### config.mk
export PLATFORM = sky130hd
export DESIGN_NAME = cpu_sequencer_flat
export DESIGN_NICKNAME = d
export VERILOG_FILES = /design/src/rtl/cpu_sequencer_if.sv /design/src/rtl/cpu_sequencer.sv /design/src/flat_wrapper.sv
export SDC_FILE = /design/constraint.sdc
export NUM_CORES = 1
export LEC_CHECK = 0
export CAP_MARGIN = 10
export CORE_MARGIN = 3
export CORE_UTILIZATION = 40
export CTS_BUF_LIST = sky130_fd_sc_hd__clkbuf_8
export CTS_CLUSTER_DIAMETER = 150
export DETAILED_ROUTE_END_ITERATION = 10
export HOLD_SLACK_MARGIN = 0.12
export PLACE_DENSITY = 0.73
export REMOVE_ABC_BUFFERS = 1
export SETUP_SLACK_MARGIN = 0.1
export SYNTH_ARGS = -nofsm -noshare
export SYNTH_HDL_FRONTEND = slang
export SYNTH_SLANG_ARGS = --single-unit
### constraint.sdc
create_clock -name clk -period 2.9 [get_ports clk]
set_clock_uncertainty 0.1 [all_clocks]
set_input_delay 0.87 -clock clk [delete_from_list [all_inputs] [get_ports clk]]
set_output_delay 0.87 -clock clk [all_outputs]
set_load 0.05 [all_outputs]
### src/rtl/cpu_sequencer_if.sv
// cpu_sequencer bus: decoder feedback, imem data/address, status.
// master = sequencer side, slave = decoder/imem side. Macro: CPU_SEQUENCER_INSTR_COUNT_EN.
interface cpu_sequencer_if #(
  parameter int ADDR_W = 10
);
  logic [15:0]       instr_q;
  logic              sm_extra;
  logic              ir_en;
  logic              pc_sload;
  logic              pc_cnt_en;
  logic [ADDR_W-1:0] jump_target;
  logic              stop;
  logic              stall;
  logic [1:0]        state;
  logic [15:0]       instruction;
  logic [15:0]       operand;
  logic [ADDR_W-1:0] pc;
  logic              instr_done;
  logic              halted;
`ifdef CPU_SEQUENCER_INSTR_COUNT_EN
  logic [31:0]       instr_count;
`endif

  modport master (
    input  instr_q, sm_extra, ir_en, pc_sload, pc_cnt_en,
    input  jump_target, stop, stall,
    output state, instruction, operand, pc, instr_done, halted
`ifdef CPU_SEQUENCER_INSTR_COUNT_EN
    , output instr_count
`endif
  );

  modport slave (
    output instr_q, sm_extra, ir_en, pc_sload, pc_cnt_en,
    output jump_target, stop, stall,
    input  state, instruction, operand, pc, instr_done, halted
`ifdef CPU_SEQUENCER_INSTR_COUNT_EN
    , input instr_count
`endif
  );
endinterface

### src/rtl/cpu_sequencer.sv
// Fetch/exec sequencer: state, PC, IR, operand; ports clk, reset, bus (master).
// All outputs registered. Macro CPU_SEQUENCER_INSTR_COUNT_EN adds instr_count.
module cpu_sequencer #(
  parameter int ADDR_W   = 10,
  parameter int RESET_PC = 0
) (
  input logic              clk,
  input logic              reset,
  cpu_sequencer_if.master  bus
);
  typedef enum logic [1:0] {
    FETCH = 2'b00,
    EXEC2 = 2'b01,
    EXEC1 = 2'b10,
    HALT  = 2'b11
  } state_t;

  state_t            state_q, state_d;
  logic [ADDR_W-1:0] pc_q, pc_d;
  logic [15:0]       ir_q, ir_d;
  logic [15:0]       op_q, op_d;
  logic              done_q, done_d;
  logic              halt_q;
  logic              pc_upd;

  always_comb begin
    state_d = state_q;
    ir_d    = ir_q;
    op_d    = op_q;
    done_d  = 1'b0;
    pc_upd  = 1'b0;
    unique case (state_q)
      FETCH: begin
        state_d = EXEC1;
        ir_d    = bus.instr_q;
        pc_upd  = 1'b1;
      end
      EXEC1: begin
        if (!bus.stall) begin
          state_d = bus.sm_extra ? EXEC2 : FETCH;
          done_d  = !bus.sm_extra;
          pc_upd  = 1'b1;
          if (bus.ir_en)
            op_d = bus.instr_q;
        end
      end
      EXEC2: begin
        state_d = FETCH;
        done_d  = 1'b1;
        pc_upd  = 1'b1;
      end
      HALT: state_d = HALT;
    endcase
    // stop freezes the datapath and beats stall/sm_extra
    if (bus.stop && state_q != HALT) begin
      state_d = HALT;
      ir_d    = ir_q;
      op_d    = op_q;
      done_d  = 1'b0;
      pc_upd  = 1'b0;
    end
  end

  always_comb begin
    pc_d = pc_q;
    if (pc_upd) begin
      if (bus.pc_sload)
        pc_d = bus.jump_target;
      else if (bus.pc_cnt_en)
        pc_d = pc_q + ADDR_W'(1);
    end
  end

  always_ff @(posedge clk) begin
    if (reset) begin
      state_q <= FETCH;
      pc_q    <= ADDR_W'(RESET_PC);
      ir_q    <= 16'h0000;
      op_q    <= 16'h0000;
      done_q  <= 1'b0;
      halt_q  <= 1'b0;
    end else begin
      state_q <= state_d;
      pc_q    <= pc_d;
      ir_q    <= ir_d;
      op_q    <= op_d;
      done_q  <= done_d;
      halt_q  <= (state_d == HALT);
    end
  end

  assign bus.state       = state_q;
  assign bus.instruction = ir_q;
  assign bus.operand     = op_q;
  assign bus.pc          = pc_q;
  assign bus.instr_done  = done_q;
  assign bus.halted      = halt_q;

`ifdef CPU_SEQUENCER_INSTR_COUNT_EN
  logic [31:0] cnt_q;

  // counts in step with instr_done rising; never in HALT
  always_ff @(posedge clk) begin
    if (reset)
      cnt_q <= 32'd0;
    else if (done_d)
      cnt_q <= cnt_q + 32'd1;
  end

  assign bus.instr_count = cnt_q;
`endif
endmodule

### src/flat_wrapper.sv
// flat-port wrapper written by rule: the top's interface ports become plain ports
module cpu_sequencer_flat 
#(
  parameter int ADDR_W   = 10,
  parameter int RESET_PC = 0
)
  (clk, reset, bus_instr_q, bus_sm_extra, bus_ir_en, bus_pc_sload, bus_pc_cnt_en, bus_jump_target, bus_stop, bus_stall, bus_state, bus_instruction, bus_operand, bus_pc, bus_instr_done, bus_halted);
  cpu_sequencer_if #(.ADDR_W(ADDR_W)) bus_i ();
  input logic clk;
  input logic reset;
  input wire logic [$bits(bus_i.instr_q)-1:0] bus_instr_q;
  input wire logic [$bits(bus_i.sm_extra)-1:0] bus_sm_extra;
  input wire logic [$bits(bus_i.ir_en)-1:0] bus_ir_en;
  input wire logic [$bits(bus_i.pc_sload)-1:0] bus_pc_sload;
  input wire logic [$bits(bus_i.pc_cnt_en)-1:0] bus_pc_cnt_en;
  input wire logic [$bits(bus_i.jump_target)-1:0] bus_jump_target;
  input wire logic [$bits(bus_i.stop)-1:0] bus_stop;
  input wire logic [$bits(bus_i.stall)-1:0] bus_stall;
  output wire logic [$bits(bus_i.state)-1:0] bus_state;
  output wire logic [$bits(bus_i.instruction)-1:0] bus_instruction;
  output wire logic [$bits(bus_i.operand)-1:0] bus_operand;
  output wire logic [$bits(bus_i.pc)-1:0] bus_pc;
  output wire logic [$bits(bus_i.instr_done)-1:0] bus_instr_done;
  output wire logic [$bits(bus_i.halted)-1:0] bus_halted;
  assign bus_i.instr_q = bus_instr_q;
  assign bus_i.sm_extra = bus_sm_extra;
  assign bus_i.ir_en = bus_ir_en;
  assign bus_i.pc_sload = bus_pc_sload;
  assign bus_i.pc_cnt_en = bus_pc_cnt_en;
  assign bus_i.jump_target = bus_jump_target;
  assign bus_i.stop = bus_stop;
  assign bus_i.stall = bus_stall;
  assign bus_state = bus_i.state;
  assign bus_instruction = bus_i.instruction;
  assign bus_operand = bus_i.operand;
  assign bus_pc = bus_i.pc;
  assign bus_instr_done = bus_i.instr_done;
  assign bus_halted = bus_i.halted;
  cpu_sequencer #(.ADDR_W(ADDR_W), .RESET_PC(RESET_PC)) u_core (.clk(clk), .reset(reset), .bus(bus_i));
endmodule
==> flow_summary.yaml <==
synth:
  ys_ff_latch: 46
  yosys-top-cells-area: "sky130_fd_sc_hd__dfxtp_1 45%, sky130_fd_sc_hd__nand2_1 13%, sky130_fd_sc_hd__a21oi_1 9.7%, sky130_fd_sc_hd__ha_1 3.6%, sky130_fd_sc_hd__mux2i_1 1.9%"
  number_of_different_library_cells_in_the_post_synthesis_netlist: 43
  yosys_warnings: 0
  syn_avg_cell_area_sq_um: 8.28
  synth-seq-area-share: 0.447
  netlist.top_cell.by_area: "sky130_fd_sc_hd__dfxtp_1"
  synthesis.area_sq_um: 2060
  syn-instance-count: 249
  synth.top_cell.area_share: 0.447
placement:
  numPortBuffers: 79
  detailed_place_hpwl_microns: 3650
  globalplace.congestion: 0.744
  post_dp_cell_area_sq_um: 2900
clock_tree:
  cts_root_buf: "sky130_fd_sc_hd__clkbuf_8"
  htree_levels: 2
  cts_inserted_buffers: 5
  post_cts.resized_instances: 0
  clkTransAtPathRegs_ns: 0.09
  cts_hold_buf: 0
  clock_latency_ns: 0.29
  tritoncts: "yes"
  post_cts.repair.setup_buffers: 0
  cts.path.max_buffers: 2
  cts_num_sinks: 46
run:
  max_cap_violations: 0
sta:
  timing.setup.tns_ns: 0
  timing.final.max_slew_violations: 0
  finalCritPeriodShare: 0.887
  relSlewSlack: 0.418
  period_needed_ns: 2.57
  worst_pin_slew_ns: 0.873
  grt_setup_unrepaired: "false"
  fmaxAchievable_mhz: 389
  setup-violations-final: 0
  timing.final.hold_violations: 0
drt:
  detailedRoute.firstPassIterationCount: 4
  via_per_inst: 5.04
  antenna_violating_nets_post_route: 0
  number_of_drc_markers_after_the_initial_detailed_route_iteration: 105
  detail_route.wirelength_microns: 5180
  detailroute.via_count: 1990
  route.detailed.wl_per_inst_microns: 13.1
  number_of_design_rule_violations_left_after_detail_routing: 0
power:
  p_leak_nw: 1.05
  peakVddDrop_v: 0.000254
  total_power_w: 0.00151
  total_power_divided_by_cell_area_nw_per_um2: 504
min_path:
  hold_end: "u_core.bus.operand[4]"
  worst_hold_startpoint: "u_core.bus.operand[4]"
  hold_path_depth: 2
  worst_hold_path_type: "reg -> reg"
floorplan:
  floorplan.core_area_sq_um: 4850
  die_x_microns: 77.8
  ios: 80
  floorplan.die_area_sq_um: 6050
  num_rows: 25
  die_height_microns: 77.8
  start_util: 0.425
run_status:
  run_status: "finished, final reports clean"
setup_path:
  worst_path_max_fanout: 7
  critPathKind: "reg -> out"
  critical_path.reg2reg.startpoint: "u_core.bus.state[1]"
  critPathSlowestCell: "sky130_fd_sc_hd__clkdlybuf4s50_1"
  worstPathArrival_ns: 1.60
  startpoint_type: "flop"
  cp_data_required_time_ns: 1.93
  worst-r2r-setup-slack_ns: 0.89
  setup.worst_path.end_class: "primary output"
  critPathBufInv: 1
  r2r.worst_path.cells: 5
  slowest_delay_ns: 0.85
  path_cells: "clkdlybuf4s50_1"
  rr_endpoint: "u_core.bus.operand[11]"
  critPathTopFamily: "buffers and inverters"
layout:
  final_cell_mix: "78 x sky130_fd_sc_hd__clkdlybuf4s50_1, 74 x sky130_fd_sc_hd__nand2_1, 46 x sky130_fd_sc_hd__dfxtp_1"
  area.growth.synth_to_final_pct: 45.9
  diode_insertion_count_for_antenna_repair: 0
  mostFrequentLayoutCell: "sky130_fd_sc_hd__clkdlybuf4s50_1"
  final_layout_size_suffix_gt1_frac: 0.0793
  n_fill_cell: 435
  finish.instance_area_sq_um: 3010
  fin_nets: 367
grt:
  grt_pass1_vias: 1799
  global_route.overflow_total: 0
  grt_usage: 0.172
  global_route_wire_length_before_repair_microns: 8580
  antenna_violations_before_repair: 0
  grt_max_degree: 50
## flip-flops by register name, summed over array words and instances (netlist names)
name,flops
u_core.bus.pc,10
u_core.bus.instruction,16
u_core.bus.state,2
u_core.bus.operand,16
u_core.bus.instr_done,1
u_core.bus.halted,1
## cells by family (layout without fill, tap and decap cells)
kind of cell | after synthesis | in the layout | synth area share
adder cells (fa/ha/maj) | 6 | 6 | 0.0364
buffers and inverters | 17 | 96 | 0.0516
flip-flops | 46 | 46 | 0.447
AO/OA/AOI/OAI | 64 | 64 | 0.192
AND/OR/NAND/NOR | 111 | 111 | 0.248
multiplexers | 5 | 5 | 0.0249
## through the flow
step	hold slack (ns)	util	setup WS (ns)	cells
after global routing	0.372	0.620	0.262	395
after floorplan	0.574	-	0.585	234
after detailed placement	0.345	0.597	0.213	387
after global placement	0.342	0.597	0.240	387
final	0.357	0.620	0.328	395
after CTS	0.357	0.620	0.319	395
## per-layer routing
metal,up-vias,GRT usage,share of wire
li1,1010,-,-
met1,902,0.226,0.47
met2,74,0.288,0.46
met3,4,0.0360,0.070
met4,0,0.0409,0.0060
met5,-,0,0
## cell type report
type,count,area (sq um),share of cell area
multi-input combinational,186,1030,0.344
tap,67,83.8,0.0279
sequential,46,921,0.306
clock buffer,5,68.8,0.0229
clock inverter,3,41.3,0.0137
inverter,2,7.51,0.00250
timing repair buffer,86,851,0.283
## worst max path at each step
| stage | start | end | slack (ns) | cells after the start |
|---|---|---|---|---|
| after floorplan | u_core.bus.state[1] | u_core.bus.pc[8] | 0.58 | 5 |
| after global placement | bus_stall | u_core.bus.pc[8] | 0.24 | 6 |
| after detailed placement | bus_stall | u_core.bus.pc[8] | 0.21 | 6 |
| after CTS | u_core.bus.pc[3] | bus_pc[3] | 0.32 | 1 |
| after global routing | u_core.bus.pc[3] | bus_pc[3] | 0.26 | 1 |
| final | u_core.bus.pc[3] | bus_pc[3] | 0.33 | 1 |
## worst register-to-register path, cell delays in order, from the launching register on
cell                       delay (ns)
sky130_fd_sc_hd__dfxtp_1         0.42
sky130_fd_sc_hd__ha_1            0.30
sky130_fd_sc_hd__nand2b_1        0.24
sky130_fd_sc_hd__and4b_1         0.61
sky130_fd_sc_hd__nand2_1         0.10
sky130_fd_sc_hd__a21oi_1         0.15
## cell usage after synthesis (all sizes together)
master	number
nor4	1
a21oi	40
a31o	1
nor4b	1
o221ai	1
nand4	2
o21bai	1
nand3	5
and2	4
nor2	9
a2111o	1
o21ai	6
ha	6
o31ai	1
or3	1
nand2b	5
nor3	3
or3b	2
o32ai	1
clkbuf	11
and3	1
a2111oi	1
buf	4
o41ai	1
inv	2
mux2	1
and4b	2
nand4b	1
dfxtp	46
o21a	2
a31oi	5
mux2i	4
nand2	74
a211oi	2
a311oi	1
## report_power, final
group / internal (W) / total [W] / switching [W]
Sequential: 0.000662 / 0.000683 / 0.0000210
Clock: 0.000254 / 0.000466 / 0.000212
Combinational: 0.000147 / 0.000366 / 0.000219
No activity file was read; power rests on OpenSTA's default activity.
